### src/rtl/fb_pkg.sv
// ============================================================================
//  Module      : fb_pkg
//  Description : Shared constants and types for the framebuffer arbiter.
//  Revision    : 1.0 - initial release
// ============================================================================
`default_nettype none

package fb_pkg;

    localparam int FB_ADDR_W = 15;
    localparam int FB_DATA_W = 16;

    typedef enum logic [1:0] {
        OWN_NONE = 2'd0,
        OWN_SCAN = 2'd1,
        OWN_HOST = 2'd2,
        OWN_MISS = 2'd3
    } fb_owner_t;

    // Control half of the host hold register; address/data live in separate
    // flops so their widths can follow the arbiter's parameters.
    typedef struct packed {
        logic hold_valid;
        logic we;
    } fb_hold_t;

endpackage

`default_nettype wire

### src/rtl/sat_counter.sv
// ============================================================================
//  Module      : sat_counter
//  Description : Up-counter that sticks at all-ones; cleared by sync reset.
//  Revision    : 1.0 - initial release
// ============================================================================
`default_nettype none

module sat_counter #(
    parameter int WIDTH = 8
) (
    input  logic             clk,
    input  logic             rst,
    input  logic             i_inc,
    output logic [WIDTH-1:0] o_count
);

    logic [WIDTH-1:0] count_q;
    logic [WIDTH-1:0] count_d;

    always_comb begin
        count_d = count_q;
        if (i_inc && (count_q != {WIDTH{1'b1}})) begin
            count_d = count_q + WIDTH'(1);
        end
    end

    always_ff @(posedge clk) begin
        if (rst) begin
            count_q <= '0;
        end else begin
            count_q <= count_d;
        end
    end

    assign o_count = count_q;

endmodule

`default_nettype wire

### src/rtl/fb_arbiter.sv
// ============================================================================
//  Module      : fb_arbiter
//  Description : Single-port framebuffer RAM arbiter, scan-out priority with
//                bounded host wait.
//  Revision    : 1.0 - initial release
// ============================================================================
`default_nettype none

module fb_arbiter
    import fb_pkg::*;
#(
    parameter int ADDR_W   = FB_ADDR_W,
    parameter int DATA_W   = FB_DATA_W,
    parameter int MAX_WAIT = 7
) (
    input  logic              clock,
    input  logic              reset,
    input  logic              scan_req,
    input  logic [ADDR_W-1:0] scan_addr,
    output logic              scan_valid,
    output logic [DATA_W-1:0] scan_data,
    output logic              scan_miss,
    output logic [7:0]        miss_count,
    input  logic              host_valid,
    output logic              host_ready,
    input  logic              host_we,
    input  logic [ADDR_W-1:0] host_addr,
    input  logic [DATA_W-1:0] host_wdata,
    output logic              host_rvalid,
    output logic [DATA_W-1:0] host_rdata,
    output logic              ram_en,
    output logic              ram_we,
    output logic [ADDR_W-1:0] ram_addr,
    output logic [DATA_W-1:0] ram_wdata,
    input  logic [DATA_W-1:0] ram_rdata
);

    localparam logic [7:0] c_max_wait = 8'(MAX_WAIT);

    fb_hold_t          hold_q, hold_d;
    logic [ADDR_W-1:0] hold_addr_q, hold_addr_d;
    logic [DATA_W-1:0] hold_wdata_q, hold_wdata_d;
    logic [7:0]        wait_cnt_q, wait_cnt_d;

    logic              ram_en_q, ram_en_d;
    logic              ram_we_q, ram_we_d;
    logic [ADDR_W-1:0] ram_addr_q, ram_addr_d;
    logic [DATA_W-1:0] ram_wdata_q, ram_wdata_d;

    // Two tag lanes: a host-read grant and a dropped scan can share a cycle.
    fb_owner_t         rd_tag1_q, rd_tag1_d, rd_tag2_q, rd_tag2_d;
    fb_owner_t         drop_tag1_q, drop_tag1_d, drop_tag2_q, drop_tag2_d;

    logic              scan_valid_q, scan_valid_d;
    logic              scan_miss_q, scan_miss_d;
    logic              host_rvalid_q, host_rvalid_d;
    logic [DATA_W-1:0] scan_data_q, scan_data_d;
    logic [DATA_W-1:0] host_rdata_q, host_rdata_d;

    logic              host_accept;
    logic              at_limit;
    logic              grant_scan;
    logic              grant_host;

    always_comb begin
        host_accept = host_valid && !hold_q.hold_valid;
        at_limit    = hold_q.hold_valid && (wait_cnt_q == c_max_wait);
        grant_scan  = scan_req && !at_limit;
        grant_host  = hold_q.hold_valid && (!scan_req || at_limit);

        hold_d       = hold_q;
        hold_addr_d  = hold_addr_q;
        hold_wdata_d = hold_wdata_q;
        if (grant_host) begin
            hold_d.hold_valid = 1'b0;
        end
        if (host_accept) begin
            hold_d.hold_valid = 1'b1;
            hold_d.we         = host_we;
            hold_addr_d       = host_addr;
            hold_wdata_d      = host_wdata;
        end

        wait_cnt_d = wait_cnt_q;
        if (grant_host) begin
            wait_cnt_d = '0;
        end else if (grant_scan && hold_q.hold_valid) begin
            wait_cnt_d = wait_cnt_q + 8'd1;
        end

        ram_en_d    = grant_scan || grant_host;
        ram_we_d    = grant_host && hold_q.we;
        ram_addr_d  = ram_addr_q;
        ram_wdata_d = ram_wdata_q;
        if (grant_host) begin
            ram_addr_d = hold_addr_q;
            if (hold_q.we) begin
                ram_wdata_d = hold_wdata_q;
            end
        end else if (grant_scan) begin
            ram_addr_d = scan_addr;
        end

        rd_tag1_d = OWN_NONE;
        if (grant_scan) begin
            rd_tag1_d = OWN_SCAN;
        end else if (grant_host && !hold_q.we) begin
            rd_tag1_d = OWN_HOST;
        end
        drop_tag1_d = (grant_host && scan_req) ? OWN_MISS : OWN_NONE;
        rd_tag2_d   = rd_tag1_q;
        drop_tag2_d = drop_tag1_q;

        scan_valid_d  = (rd_tag2_q == OWN_SCAN);
        host_rvalid_d = (rd_tag2_q == OWN_HOST);
        scan_miss_d   = (drop_tag2_q == OWN_MISS);
        scan_data_d   = scan_valid_d  ? ram_rdata : scan_data_q;
        host_rdata_d  = host_rvalid_d ? ram_rdata : host_rdata_q;
    end

    always_ff @(posedge clock) begin
        if (reset) begin
            hold_q        <= '0;
            hold_addr_q   <= '0;
            hold_wdata_q  <= '0;
            wait_cnt_q    <= '0;
            ram_en_q      <= 1'b0;
            ram_we_q      <= 1'b0;
            ram_addr_q    <= '0;
            ram_wdata_q   <= '0;
            rd_tag1_q     <= OWN_NONE;
            rd_tag2_q     <= OWN_NONE;
            drop_tag1_q   <= OWN_NONE;
            drop_tag2_q   <= OWN_NONE;
            scan_valid_q  <= 1'b0;
            scan_miss_q   <= 1'b0;
            host_rvalid_q <= 1'b0;
            scan_data_q   <= '0;
            host_rdata_q  <= '0;
        end else begin
            hold_q        <= hold_d;
            hold_addr_q   <= hold_addr_d;
            hold_wdata_q  <= hold_wdata_d;
            wait_cnt_q    <= wait_cnt_d;
            ram_en_q      <= ram_en_d;
            ram_we_q      <= ram_we_d;
            ram_addr_q    <= ram_addr_d;
            ram_wdata_q   <= ram_wdata_d;
            rd_tag1_q     <= rd_tag1_d;
            rd_tag2_q     <= rd_tag2_d;
            drop_tag1_q   <= drop_tag1_d;
            drop_tag2_q   <= drop_tag2_d;
            scan_valid_q  <= scan_valid_d;
            scan_miss_q   <= scan_miss_d;
            host_rvalid_q <= host_rvalid_d;
            scan_data_q   <= scan_data_d;
            host_rdata_q  <= host_rdata_d;
        end
    end

    sat_counter #(
        .WIDTH (8)
    ) u_miss_cnt (
        .clk     (clock),
        .rst     (reset),
        .i_inc   (scan_miss_d),
        .o_count (miss_count)
    );

    assign host_ready  = !hold_q.hold_valid;
    assign ram_en      = ram_en_q;
    assign ram_we      = ram_we_q;
    assign ram_addr    = ram_addr_q;
    assign ram_wdata   = ram_wdata_q;
    assign scan_valid  = scan_valid_q;
    assign scan_miss   = scan_miss_q;
    assign scan_data   = scan_data_q;
    assign host_rvalid = host_rvalid_q;
    assign host_rdata  = host_rdata_q;

endmodule

`default_nettype wire
### config.mk
export PLATFORM = sky130hd
export DESIGN_NAME = fb_arbiter
export DESIGN_NICKNAME = d
export VERILOG_FILES = /design/src/rtl/fb_pkg.sv /design/src/rtl/sat_counter.sv /design/src/rtl/fb_arbiter.sv
export SDC_FILE = /design/constraint.sdc
export NUM_CORES = 1
export LEC_CHECK = 0
export ABC_AREA = 0
export BUFFER_PORTS_ARGS = -buffer_cell sky130_fd_sc_hd__clkbuf_2
export CAP_MARGIN = 20
export CORE_ASPECT_RATIO = 1.4
export CORE_MARGIN = 4
export CORE_UTILIZATION = 46
export DETAILED_ROUTE_END_ITERATION = 8
export PLACE_DENSITY = 0.75
export SYNTH_ARGS = -nofsm -noshare
export SYNTH_HDL_FRONTEND = slang
export SYNTH_SLANG_ARGS = --single-unit
### constraint.sdc
create_clock -name clock -period 1.68 [get_ports clock]
set_input_delay 0.084 -clock clock [delete_from_list [all_inputs] [get_ports clock]]
set_output_delay 0.084 -clock clock [all_outputs]
set_load 0.005 [all_outputs]
Word level (Yosys, flattened, before mapping)
Index checks and enable logic that the tools add are counted.
{ "op_classes": {"eq_ne": 5, "n_mux": 7, "add_sub_neg": 2, "n_reduce_logical": 20} }
{ "ops": {"columns": ["cell", "n"], "rows": [
  ["15-bit two-way mux", 2],
  ["8-bit by 1-bit adder with 8-bit output (second input constant)", 2],
  ["1-bit logical AND", 9],
  ["8-bit by 3-bit == test with 1-bit output (second input constant)", 1],
  ["8-bit != test (second input constant)", 1],
  ["2-bit two-way mux", 3],
  ["2-bit == test (second input constant)", 2],
  ["1-bit logical NOT", 4],
  ["2-bit nonzero test", 2],
  ["2-bit OR reduction", 2],
  ["2-bit by 1-bit == test with 1-bit output (second input constant)", 1],
  ["1-bit logical OR", 2],
  ["1-bit two-way mux", 2],
  ["2-bit AND reduction", 1]
]} }
{ "word_totals": {"output_inout_bits": 77, "regBits": 125, "inputBits": 67} }

Depth between registers and ports, before layout
Gate-level depths: netlist of the first run.
{ "logic_depth": {"word_depth": 7, "depth_mapped": 7} }

By module
Synthesis of the first run repeated with hierarchy kept, for this count alone.
{ "unflattened": {"cells_unflattened": 551, "hier_area_um2": 4765.8} }
{ "by_module_without_submodules": {"columns": ["module", "area_per_inst_um2", "instances", "seq_area_each_um2", "cells_per_inst"], "rows": [
  ["fb_arbiter", 4335.4, 1, 2302.2, 505],
  ["sat_counter", 430.4, 1, 160.2, 46]
]} }

Worst setup path after synthesis of the first run
No wires, ideal clock.
{ "synth_timing": {"path_kind": "register -> register", "start": "register wait_cnt_q[3]", "end": "register ram_wdata_q[10] (netlist: ram_wdata[10])", "path_stages_with_launch": 7, "period_less_slack_ns": 1.696, "setup_slack_ns": -0.016, "n_path_buf": 2, "arrival_ns": 1.624, "path_cell_list": "dfxtp_1 > or4_4 > o21ai_2 > and3_1 > buf_6 > buf_12 > mux2i_1"} }
{ "synth_between": {"elab_chain_cells": 5} }
{ "synth_lines": {"columns": ["element", "line_no", "rtl"], "rows": [
  ["from (decl)", "fb_arbiter.sv:43", "logic [7:0] wait_cnt_q, wait_cnt_d;"],
  ["from (signal assigned)", "fb_arbiter.sv:144", "wait_cnt_q <= wait_cnt_d;"],
  ["8-bit by 3-bit == test with 1-bit output", "fb_arbiter.sv:67", "at_limit = hold_q.hold_valid && (wait_cnt_q == c_max_wait);"],
  ["1-bit logical AND", "fb_arbiter.sv:67", null],
  ["1-bit logical OR", "fb_arbiter.sv:69", "grant_host = hold_q.hold_valid && (!scan_req || at_limit);"],
  ["1-bit logical AND", "fb_arbiter.sv:69", null],
  ["2-bit AND reduction (no source line)", null, null],
  ["to (signal assigned)", "fb_arbiter.sv:148", "ram_wdata_q <= ram_wdata_d;"],
  ["to (decl)", "fb_arbiter.sv:48", "logic [DATA_W-1:0] ram_wdata_q, ram_wdata_d;"]
]} }
No other way between the ends.
A chain may end at the register's enable or synchronous reset.

Worst setup path in the final report of the first run
{ "layout_timing": {"start": "register wait_cnt_q[5]", "end": "register ram_addr_q[8] (netlist: ram_addr[8])"} }
{ "layout_between": {"elab_chain_cells": 5, "word_cells_on_any_way": 8, "classes_between": "eq/ne (1); mux (1); reduce/logical (6)"} }
{ "layout_lines": {"columns": ["element", "line_no", "rtl"], "rows": [
  ["8-bit by 3-bit == test with 1-bit output *", "fb_arbiter.sv:67", null],
  ["1-bit logical AND *", "fb_arbiter.sv:67", null],
  ["1-bit logical OR or 1-bit logical NOT (tied branches)", "fb_arbiter.sv:69, fb_arbiter.sv:68", null],
  ["1-bit logical AND, on equally long branches", "fb_arbiter.sv:69, fb_arbiter.sv:68", null],
  ["15-bit two-way mux or 2-bit nonzero test (tied branches)", null, null],
  ["to (signal assigned)", "fb_arbiter.sv:147", "ram_addr_q <= ram_addr_d;"],
  ["to (decl)", "fb_arbiter.sv:47", "logic [ADDR_W-1:0] ram_addr_q, ram_addr_d;"]
]} }
Every way passes the cells marked *; elsewhere a longest branch is shown, timed or not.

==> flow_metrics.env, run 1 <==
export IMPL_cts_tree="built"
export IMPL_slew_violations=0
export IMPL_cts_root_buf="clkbuf_16"
export IMPL_layout_setup_ws_ns=-0.137
export IMPL_critical_path_required_ns=1.96
export IMPL_outcome="complete, but fails checks"
export IMPL_grt_pass1_vias=4776
export IMPL_fin_util_pct=71.2
export IMPL_critical_path_class="reg -> reg"
export IMPL_nFillCells=728
export IMPL_rsz0062_at_grt="true"
export IMPL_violations="setup timing"
export IMPL_p_switching_mw=1.75
export IMPL_remaining_drc_errors=0
export IMPL_place_worst_setup_slack_ns=-0.0920
export IMPL_drt_iter0_markers=197
export IMPL_start_kind="register"
export IMPL_area_growth_pct=49.4
export IMPL_ir_drop_uv=916
export IMPL_tightest_slew_ns=0.653
export IMPL_cts_path_max_buffers=2
export IMPL_ys_types=36
export IMPL_clk_latency_ns=0.40
export IMPL_clk_pin_slew_ns=0.06
export IMPL_die_area_mm2=0.0121
export IMPL_arrival_ns=2.09
export IMPL_postRouteAntennaNets=0
export IMPL_numPortBuffers=143
export IMPL_hold_viol_final=0
export IMPL_io_pins=144
export IMPL_ys_flop_type="dfxtp_1"
export IMPL_p_per_area_mw_per_mm2=1020
export IMPL_min_period_over_period_pct=108
export IMPL_antenna_found_initial=0
export IMPL_dp_cells=798
export IMPL_ys_warnings_count=0
export IMPL_max_freq_mhz=550
export IMPL_placed_cell_area_mm2=0.00567
export IMPL_wire_per_inst_um=15.7
export IMPL_core_mm2=0.0100
export IMPL_yosysTopAreaCell="dfxtp_1"
export IMPL_layout_drive_gt1_share_pct=30.6
export IMPL_synth_top_area_share_pct=51.6
export IMPL_via_count=4635
export IMPL_initial_core_util_pct=47.7
export IMPL_die_height_um=129
export IMPL_ys_seq_elements=123
export IMPL_grt_max_degree=41
export IMPL_synth_edf_count=0
export IMPL_end_kind="register"
export IMPL_clkPwrFrac_pct=47.5
export IMPL_critPathMaxFanout=8
export IMPL_wl_um=14200
export IMPL_cts_sinks=123
export IMPL_intPower_mw=5.51
export IMPL_holdWs_ns=0.0557
export IMPL_gp_congestion=0.790
export IMPL_vias_per_cell=5.12
export IMPL_finalSetupTns_ns=-3.30
export IMPL_fin_worst_skew_ns=0.00856
export IMPL_hold_class="in -> reg"
export IMPL_syn_avg_cell_area_um2=8.85
export IMPL_num_rows=43
export IMPL_cts_buffers=17
export IMPL_synth_fp_nets=608
export IMPL_setup_viol=35
export IMPL_grt_first_pass_wirelength_um=21900
export IMPL_max_slew_margin_pct=56.4
export IMPL_stdcell_area_mm2=0.00713
export IMPL_synth_area_mm2=0.00477
export IMPL_ys_seq_area_share_pct=51.6
export IMPL_grt_overflow=0
export IMPL_cts_max_level=4
export IMPL_synthCells=539
export IMPL_instances_no_fill=905
export IMPL_dp_hpwl_um=8000
export IMPL_p_comb_share_pct=9.9
export IMPL_nets=825
export IMPL_synth_async_reset_ratio_pct=0
export IMPL_ys_top_cells_by_area="dfxtp_1 52%, nand2_1 11%, a21oi_1 7.2%"
export IMPL_power_leakage_nw=2.99
export IMPL_switching_share_pct=24.1
export IMPL_groute_usage_overall_pct=22.8
export IMPL_power_mw=7.26
export IMPL_seq_power_share_pct=42.5
export IMPL_die_w_um=94.1
export IMPL_max_cap_viol_count=0
export IMPL_period_needed_ns=1.82
export IMPL_dr_pass1_iters=5
cell families after synthesis:
family | synth area share [%]
flip-flops | 51.6
adder cells (fa/ha/maj) | 0.524
XOR/XNOR | 1.28
multiplexers | 7.13
buffers and inverters | 4.06
AND/OR/NAND/NOR | 22.1
AO/OA/AOI/OAI | 13.3
layout by cell type (no fill, tap or decap), drive strengths merged, types with 6 or more instances in the layout:
master       synthesis  final
clkbuf              30    163
nand2              135    135
dfxtp              123    123
a21oi               69     69
dlygate4sd3          0     64
nor2                36     36
mux2i               34     34
nand2b              34     34
buf                  8     28
a211oi              15     15
nor2b                9      9
xor2                 6      6
and3                 6      6
o21ai                6      6
clkinv               0      6
cells in the mapped netlist, types with 4 or more instances:
cell,instances
and3_1,6
mux2i_1,34
nand3_1,4
xor2_1,6
nor2b_1,9
a21oi_1,69
dfxtp_1,123
nor2_1,36
a211oi_2,13
o21ai_0,5
clkbuf_1,30
nand2b_1,34
nand2_1,135
power by group through the flow:
stage	logic [mW]	clock network, mW	registers [mW]
floorplan	0.305	0	3.13
global placement	0.514	0	3.14
detailed placement	0.527	0	3.14
CTS	0.677	3.49	3.08
global route	0.781	3.62	3.10
finish	0.721	3.45	3.09
flip-flops by register name, summed over array words and instances (netlist names):
name and flops:
drop_tag2_q 1, u_miss_cnt.o_count 8, host_rdata 16, scan_data 16, ram_we 1, host_rvalid 1
hold_wdata_q 16, ram_wdata 16, scan_miss 1, wait_cnt_q 8, ram_en 1, rd_tag1_q 2
hold_q 2, scan_valid 1, hold_addr_q 15, ram_addr 15, rd_tag2_q 2, drop_tag1_q 1
final timing paths:
kind / from / end / slack, ns / cells past startpoint
setup / recovery: wait_cnt_q[5]$_SDFFE_PP0P_ / ram_addr[8]$_SDFFE_PP0P_ / -0.14 / 6
hold / removal: reset / hold_wdata_q[2]$_SDFFE_PP0P_ / 0.06 / 2
setup reg to reg: wait_cnt_q[5]$_SDFFE_PP0P_ / ram_addr[8]$_SDFFE_PP0P_ / -0.14 / 6
hold reg to reg: rd_tag1_q[0]$_SDFF_PP0_ / rd_tag2_q[0]$_SDFF_PP0_ / 0.44 / 1
cell type report:
type | instances | area [µm²] | area share, %
inverters | 2 | 7.51 | 0.105
well taps | 135 | 169 | 2.37
clock inverters | 13 | 119 | 1.67
repair buffers | 236 | 1730 | 24.2
diodes | 1 | 2.50 | 0.0351
flip-flops and latches | 123 | 2470 | 34.6
clock buffers | 19 | 453 | 6.35
multi-input cells | 376 | 2190 | 30.7
critical path: stages (launching register included):
cell,delay (ns)
dfxtp_2,0.32
or4_4,0.59
o31ai_4,0.26
buf_6,0.16
buf_6,0.13
buf_12,0.14
a211oi_2,0.07
timing repair:
item / CTS / global route
hold buffers: 64 / 0
setup endpoints to repair: 34 / 36
setup buffers: 2 / 4
hold endpoints to repair: 80 / 0
gates cloned: 3 / 2
resized for setup: 7 / 17
pin swaps: 3 / 14
routing by layer:
metal,GRT usage [%],routed length [µm],vias to the layer above
met4,11.5,351,0
met1,23.5,5360,2190
met3,5.67,801,33
met2,42.1,7710,175
met5,0,0,-
li1,-,-,2237
Power figures use the tool's default switching activity.
==> inputs of run 2 (changes only) <==
--- a/config.mk
+++ b/config.mk
@@ -13,6 +13,8 @@
 export CORE_UTILIZATION = 46
 export DETAILED_ROUTE_END_ITERATION = 8
 export PLACE_DENSITY = 0.75
+export RECOVER_POWER = 25
 export SYNTH_ARGS = -nofsm -noshare
 export SYNTH_HDL_FRONTEND = slang
 export SYNTH_SLANG_ARGS = --single-unit
+export TNS_END_PERCENT = 10
==> run 2 against run 1 <==
  * The run still ends with setup timing left
  * Register-to-register slack about the same
  * Sequential power about the same
  * Sequential share of layout area increased by 0.24 points
  * Global-route usage decreased by 0.47 points
  * Worst setup slack improved by 0.0075 ns
  * Total power decreased by 0.62%
  * Count of clock-buffer cells in the layout unchanged
  * Hold slack got worse by 0.0011 ns
  * First-iteration DRC count increased by 45%
  * Clock skew decreased by 0.00083 ns
  * Maximum frequency increased by 0.42%
  * Largest power group unchanged
==> flow_metrics.env, run 2 (synthesized netlist as in run 1, its figures left out) <==
export IMPL_grt_overflow=0
export IMPL_start_kind="register"
export IMPL_groute_usage_overall_pct=22.3
export IMPL_hold_viol_final=0
export IMPL_end_kind="register"
export IMPL_grt_max_degree=41
export IMPL_tightest_slew_ns=0.648
export IMPL_max_freq_mhz=553
export IMPL_gp_congestion=0.790
export IMPL_slew_violations=0
export IMPL_hold_class="in -> reg"
export IMPL_power_mw=7.22
export IMPL_cts_buffers=17
export IMPL_die_height_um=129
export IMPL_holdWs_ns=0.0546
export IMPL_rsz0062_at_grt="true"
export IMPL_r2r_setup_slack_ns=-0.13
export IMPL_vias_per_cell=5.16
export IMPL_io_pins=144
export IMPL_cts_path_max_buffers=2
export IMPL_cts_tree="built"
export IMPL_critPathMaxFanout=8
export IMPL_finalSetupTns_ns=-2.71
export IMPL_layout_setup_ws_ns=-0.130
export IMPL_arrival_ns=2.08
export IMPL_nets=824
export IMPL_nFillCells=731
export IMPL_cts_max_level=4
export IMPL_core_mm2=0.0100
export IMPL_min_period_over_period_pct=108
export IMPL_p_per_area_mw_per_mm2=1020
export IMPL_remaining_drc_errors=0
export IMPL_violations="setup timing"
export IMPL_die_w_um=94.1
export IMPL_clk_latency_ns=0.40
export IMPL_setup_viol=34
export IMPL_place_worst_setup_slack_ns=-0.0920
export IMPL_power_leakage_nw=2.98
export IMPL_grt_first_pass_wirelength_um=21400
export IMPL_max_cap_viol_count=0
export IMPL_die_area_mm2=0.0121
export IMPL_postRouteAntennaNets=0
export IMPL_critical_path_class="reg -> reg"
export IMPL_num_rows=43
export IMPL_wire_per_inst_um=15.7
export IMPL_initial_core_util_pct=47.7
export IMPL_layout_drive_gt1_share_pct=29.3
export IMPL_period_needed_ns=1.81
export IMPL_wl_um=14200
export IMPL_outcome="complete, but fails checks"
export IMPL_dp_hpwl_um=8000
export IMPL_via_count=4673
export IMPL_dr_pass1_iters=5
export IMPL_drt_iter0_markers=285
export IMPL_max_slew_margin_pct=56.8
export IMPL_fin_worst_skew_ns=0.00774
export IMPL_area_growth_pct=48.2
export IMPL_layout_common_cells="142 x clkbuf_2, 135 x nand2_1, 122 x dfxtp_1"
export IMPL_grt_pass1_vias=4659
export IMPL_ir_drop_uv=656
export IMPL_numPortBuffers=143
export IMPL_cts_sinks=123
export IMPL_antenna_found_initial=1
export IMPL_mostFrequentLayoutCell="clkbuf_2"
export IMPL_clk_pin_slew_ns=0.06
export IMPL_cts_root_buf="clkbuf_16"
export IMPL_critical_path_required_ns=1.95
[run 2: cell count changes in the layout (fill, tap and decap cells not counted), sizes merged]
| cell | delta |
|---|---|
| diode | +1 |
| clkbuf | +1 |
| buf | -2 |
[run 2: power by group]
part	internal (mW)	leakage, nW	switching (mW)
Sequential	3.02	1.00	0.0606
Combinational	0.359	1.70	0.348
Clock	2.12	0.272	1.31
Total	5.50	2.98	1.72
[run 2: layout make-up]
cell class | instances | area, µm² | share of cell area (%)
Multi-Input combinational cell | 376 | 2150 | 30.4
Inverter | 2 | 7.51 | 0.106
Clock inverter | 13 | 119 | 1.68
Tap cell | 135 | 169 | 2.39
Antenna cell | 2 | 5.00 | 0.0708
Clock buffer | 19 | 453 | 6.40
Sequential cell | 123 | 2460 | 34.8
Timing Repair Buffer | 235 | 1710 | 24.1
[run 2: layer usage]
| layer | part of all wire [%] | wire length, µm | vias up | global-route usage [%] |
|---|---|---|---|---|
| met1 | 37 | 5220 | 2172 | 23.6 |
| met3 | 7.1 | 1010 | 53 | 6.02 |
| met2 | 53 | 7480 | 213 | 40.7 |
| li1 | - | - | 2235 | - |
| met4 | 3.6 | 510 | 0 | 10.4 |
| met5 | 0 | 0 | - | 0 |
[run 2: repair_timing]
action / in CTS / in global routing
endpoints found under the hold margin: 80 / 0
gates resized for setup: 4 / 7
buffers inserted: 0 / 4
endpoints found under the setup margin: 34 / 35
pin swaps: 5 / 11
hold buffers: 64 / 0
gates cloned: 1 / 4
[run 2: path summary, 6_finish.rpt]
| path | from | to | cells after the start |
|---|---|---|---|
| setup / recovery | wait_cnt_q[6]$_SDFFE_PP0P_ | ram_addr[7]$_SDFFE_PP0P_ | 6 |
| hold / removal | reset | hold_wdata_q[2]$_SDFFE_PP0P_ | 2 |
| setup reg to reg | wait_cnt_q[6]$_SDFFE_PP0P_ | ram_addr[7]$_SDFFE_PP0P_ | 6 |
| hold reg to reg | rd_tag1_q[0]$_SDFF_PP0_ | rd_tag2_q[0]$_SDFF_PP0_ | 1 |
[run 2: metrics by stage]
step                      instances  cell area (µm²)  utilization [%]
after floorplan                 539             4770                -
after global placement          798             5670             56.6
after detailed placement        798             5670             56.6
after CTS                       895             6920             69.1
after global routing            904             7070             70.7
final                           905             7070             70.7
[run 2: critical path: stages (launching register included)]
cell and delay (ns):
dfxtp_2 0.33, or4_4 0.58, o31ai_4 0.25, buf_6 0.16, buf_6 0.12, buf_8 0.15, a211oi_2 0.09
==> inputs of run 3 (changes only) <==
--- a/config.mk
+++ b/config.mk
@@ -14,6 +14,7 @@
 export DETAILED_ROUTE_END_ITERATION = 8
 export PLACE_DENSITY = 0.75
 export RECOVER_POWER = 25
+export SETUP_SLACK_MARGIN = 0.05
 export SYNTH_ARGS = -nofsm -noshare
 export SYNTH_HDL_FRONTEND = slang
 export SYNTH_SLANG_ARGS = --single-unit
==> run 3 against run 2 <==
  * The run still ends with setup timing left
  * Via count fell by 1.3%
  * Worst setup slack improved by 0.024 ns
  * Cell count did not move
  * Maximum frequency rose by 1.3%
  * Core utilization barely moved
  * Hold slack improved by 0.033 ns
  * Clock power rose by 5%
  * First-iteration DRC count rose by 7.0%
  * Critical path type unchanged
  * Critical endpoint unchanged
  * Largest cell class unchanged
  * Highest routed layer unchanged
==> flow_metrics.env, run 3 (synthesized netlist as in run 1, its figures left out) <==
export IMPL_fin_worst_skew_ns=0.00940
export IMPL_cts_buffers=17
export IMPL_mostFrequentLayoutCell="nand2_1"
export IMPL_cts_sinks=123
export IMPL_core_mm2=0.0100
export IMPL_grt_pass1_vias=4775
export IMPL_setup_viol=34
export IMPL_drt_iter0_markers=305
export IMPL_clk_pin_slew_ns=0.06
export IMPL_critical_path_class="reg -> reg"
export IMPL_groute_usage_overall_pct=22.8
export IMPL_initial_core_util_pct=47.7
export IMPL_fin_util_pct=70.6
export IMPL_die_w_um=94.1
export IMPL_vias_per_cell=5.10
export IMPL_dp_hpwl_um=8260
export IMPL_max_slew_margin_pct=48.1
export IMPL_place_worst_setup_slack_ns=-0.0747
export IMPL_clk_latency_ns=0.40
export IMPL_cts_tree="built"
export IMPL_antenna_found_initial=0
export IMPL_outcome="complete, but fails checks"
export IMPL_grt_max_degree=49
export IMPL_io_pins=144
export IMPL_layout_drive_gt1_share_pct=27.1
export IMPL_arrival_ns=2.06
export IMPL_nets=826
export IMPL_max_freq_mhz=560
export IMPL_wl_um=13800
export IMPL_die_area_mm2=0.0121
export IMPL_power_mw=7.40
export IMPL_period_needed_ns=1.79
export IMPL_min_period_over_period_pct=106
export IMPL_diodes=0
export IMPL_critical_path_required_ns=1.95
export IMPL_area_growth_pct=48.1
export IMPL_start_kind="register"
export IMPL_hold_class="in -> reg"
export IMPL_gp_congestion=0.793
export IMPL_end_kind="register"
export IMPL_ir_drop_uv=709
export IMPL_cts_root_buf="clkbuf_16"
export IMPL_layout_common_cells="135 x nand2_1, 125 x clkbuf_2, 121 x dfxtp_1"
export IMPL_slew_violations=0
export IMPL_via_count=4611
export IMPL_num_rows=43
export IMPL_hold_viol_final=0
export IMPL_grt_overflow=0
export IMPL_instances_no_fill=905
export IMPL_max_cap_viol_count=0
export IMPL_violations="setup timing"
export IMPL_power_leakage_nw=2.94
export IMPL_tightest_slew_ns=0.778
export IMPL_nFillCells=773
export IMPL_dp_cells=802
export IMPL_numPortBuffers=143
export IMPL_postRouteAntennaNets=0
export IMPL_wire_per_inst_um=15.3
export IMPL_cts_path_max_buffers=2
export IMPL_p_per_area_mw_per_mm2=1050
export IMPL_dr_pass1_iters=7
export IMPL_critPathMaxFanout=8
export IMPL_holdWs_ns=0.0875
export IMPL_grt_first_pass_wirelength_um=21900
export IMPL_rsz0062_at_grt="true"
export IMPL_remaining_drc_errors=0
export IMPL_die_height_um=129
export IMPL_cts_max_level=4
export IMPL_layout_setup_ws_ns=-0.106
[run 3: cell count changes in the layout (fill, tap and decap cells not counted), moves of 2 or more]
cell,change
clkinv_2,+2
bufinv_16,+2
clkinvlp_4,-2
diode_2,-2
clkbuf_1,+20
clkbuf_16,-2
clkbuf_8,-2
nor2_2,+2
clkinv_4,-2
nor2_1,-2
clkbuf_2,-17
[run 3: what timing repair did]
action / CTS / global route
setup endpoints to repair: 35 / 37
buffers inserted: 3 / 1
hold buffers: 64 / 0
hold endpoints to repair: 80 / 0
resized for setup: 7 / 7
gates cloned: 2 / 1
pin swaps: 2 / 12
[run 3: routing by layer]
metal / share of wire, % / vias to the layer above / global-route usage, %
met3: 6.6 / 17 / 6.49
met2: 54 / 172 / 41.7
met5: 0 / - / 0
li1: - / 2241 / -
met1: 38 / 2181 / 23.8
met4: 1.3 / 0 / 10.4
[run 3: through the flow]
stage                     TNS, ns  area [µm²]
after floorplan                 0        4770
after global placement          0        5710
after detailed placement    -1.17        5710
after CTS                   -1.53        7040
after global routing        -4.70        7070
final                       -2.17        7070
[run 3: path summary, 6_finish.rpt]
path	slack [ns]	startpoint	endpoint	cells past startpoint
max	-0.11	wait_cnt_q[3]$_SDFFE_PP0P_	ram_addr[7]$_SDFFE_PP0P_	6
min	0.09	scan_req	wait_cnt_q[1]$_SDFFE_PP0P_	3
max reg2reg	-0.11	wait_cnt_q[3]$_SDFFE_PP0P_	ram_addr[7]$_SDFFE_PP0P_	6
min reg2reg	0.45	drop_tag1_q[0]$_SDFF_PP0_	drop_tag2_q[0]$_SDFF_PP0_	1
[run 3: area by class of cell]
type	instances	area (µm²)	area share [%]
clock buffers	20	437	6.18
clock inverters	12	148	2.09
inverters	2	7.51	0.106
multi-input cells	376	2150	30.5
flip-flops and latches	123	2460	34.9
well taps	135	169	2.39
repair buffers	237	1690	23.9
[run 3: power by group]
group          leakage, nW  internal (mW)  switching (mW)  total (mW)
registers             1.00           3.03          0.0654        3.09
logic                 1.65          0.370           0.347       0.717
clock network        0.284           2.33            1.27        3.59
total                 2.94           5.72            1.68        7.40
[run 3: worst max-delay path: stages, from the launching register on]
cell and delay [ns]:
dfxtp_1 0.32, or4_4 0.58, o31ai_4 0.28, buf_6 0.15, buf_6 0.12, clkbuf_16 0.16, a211oi_1 0.07
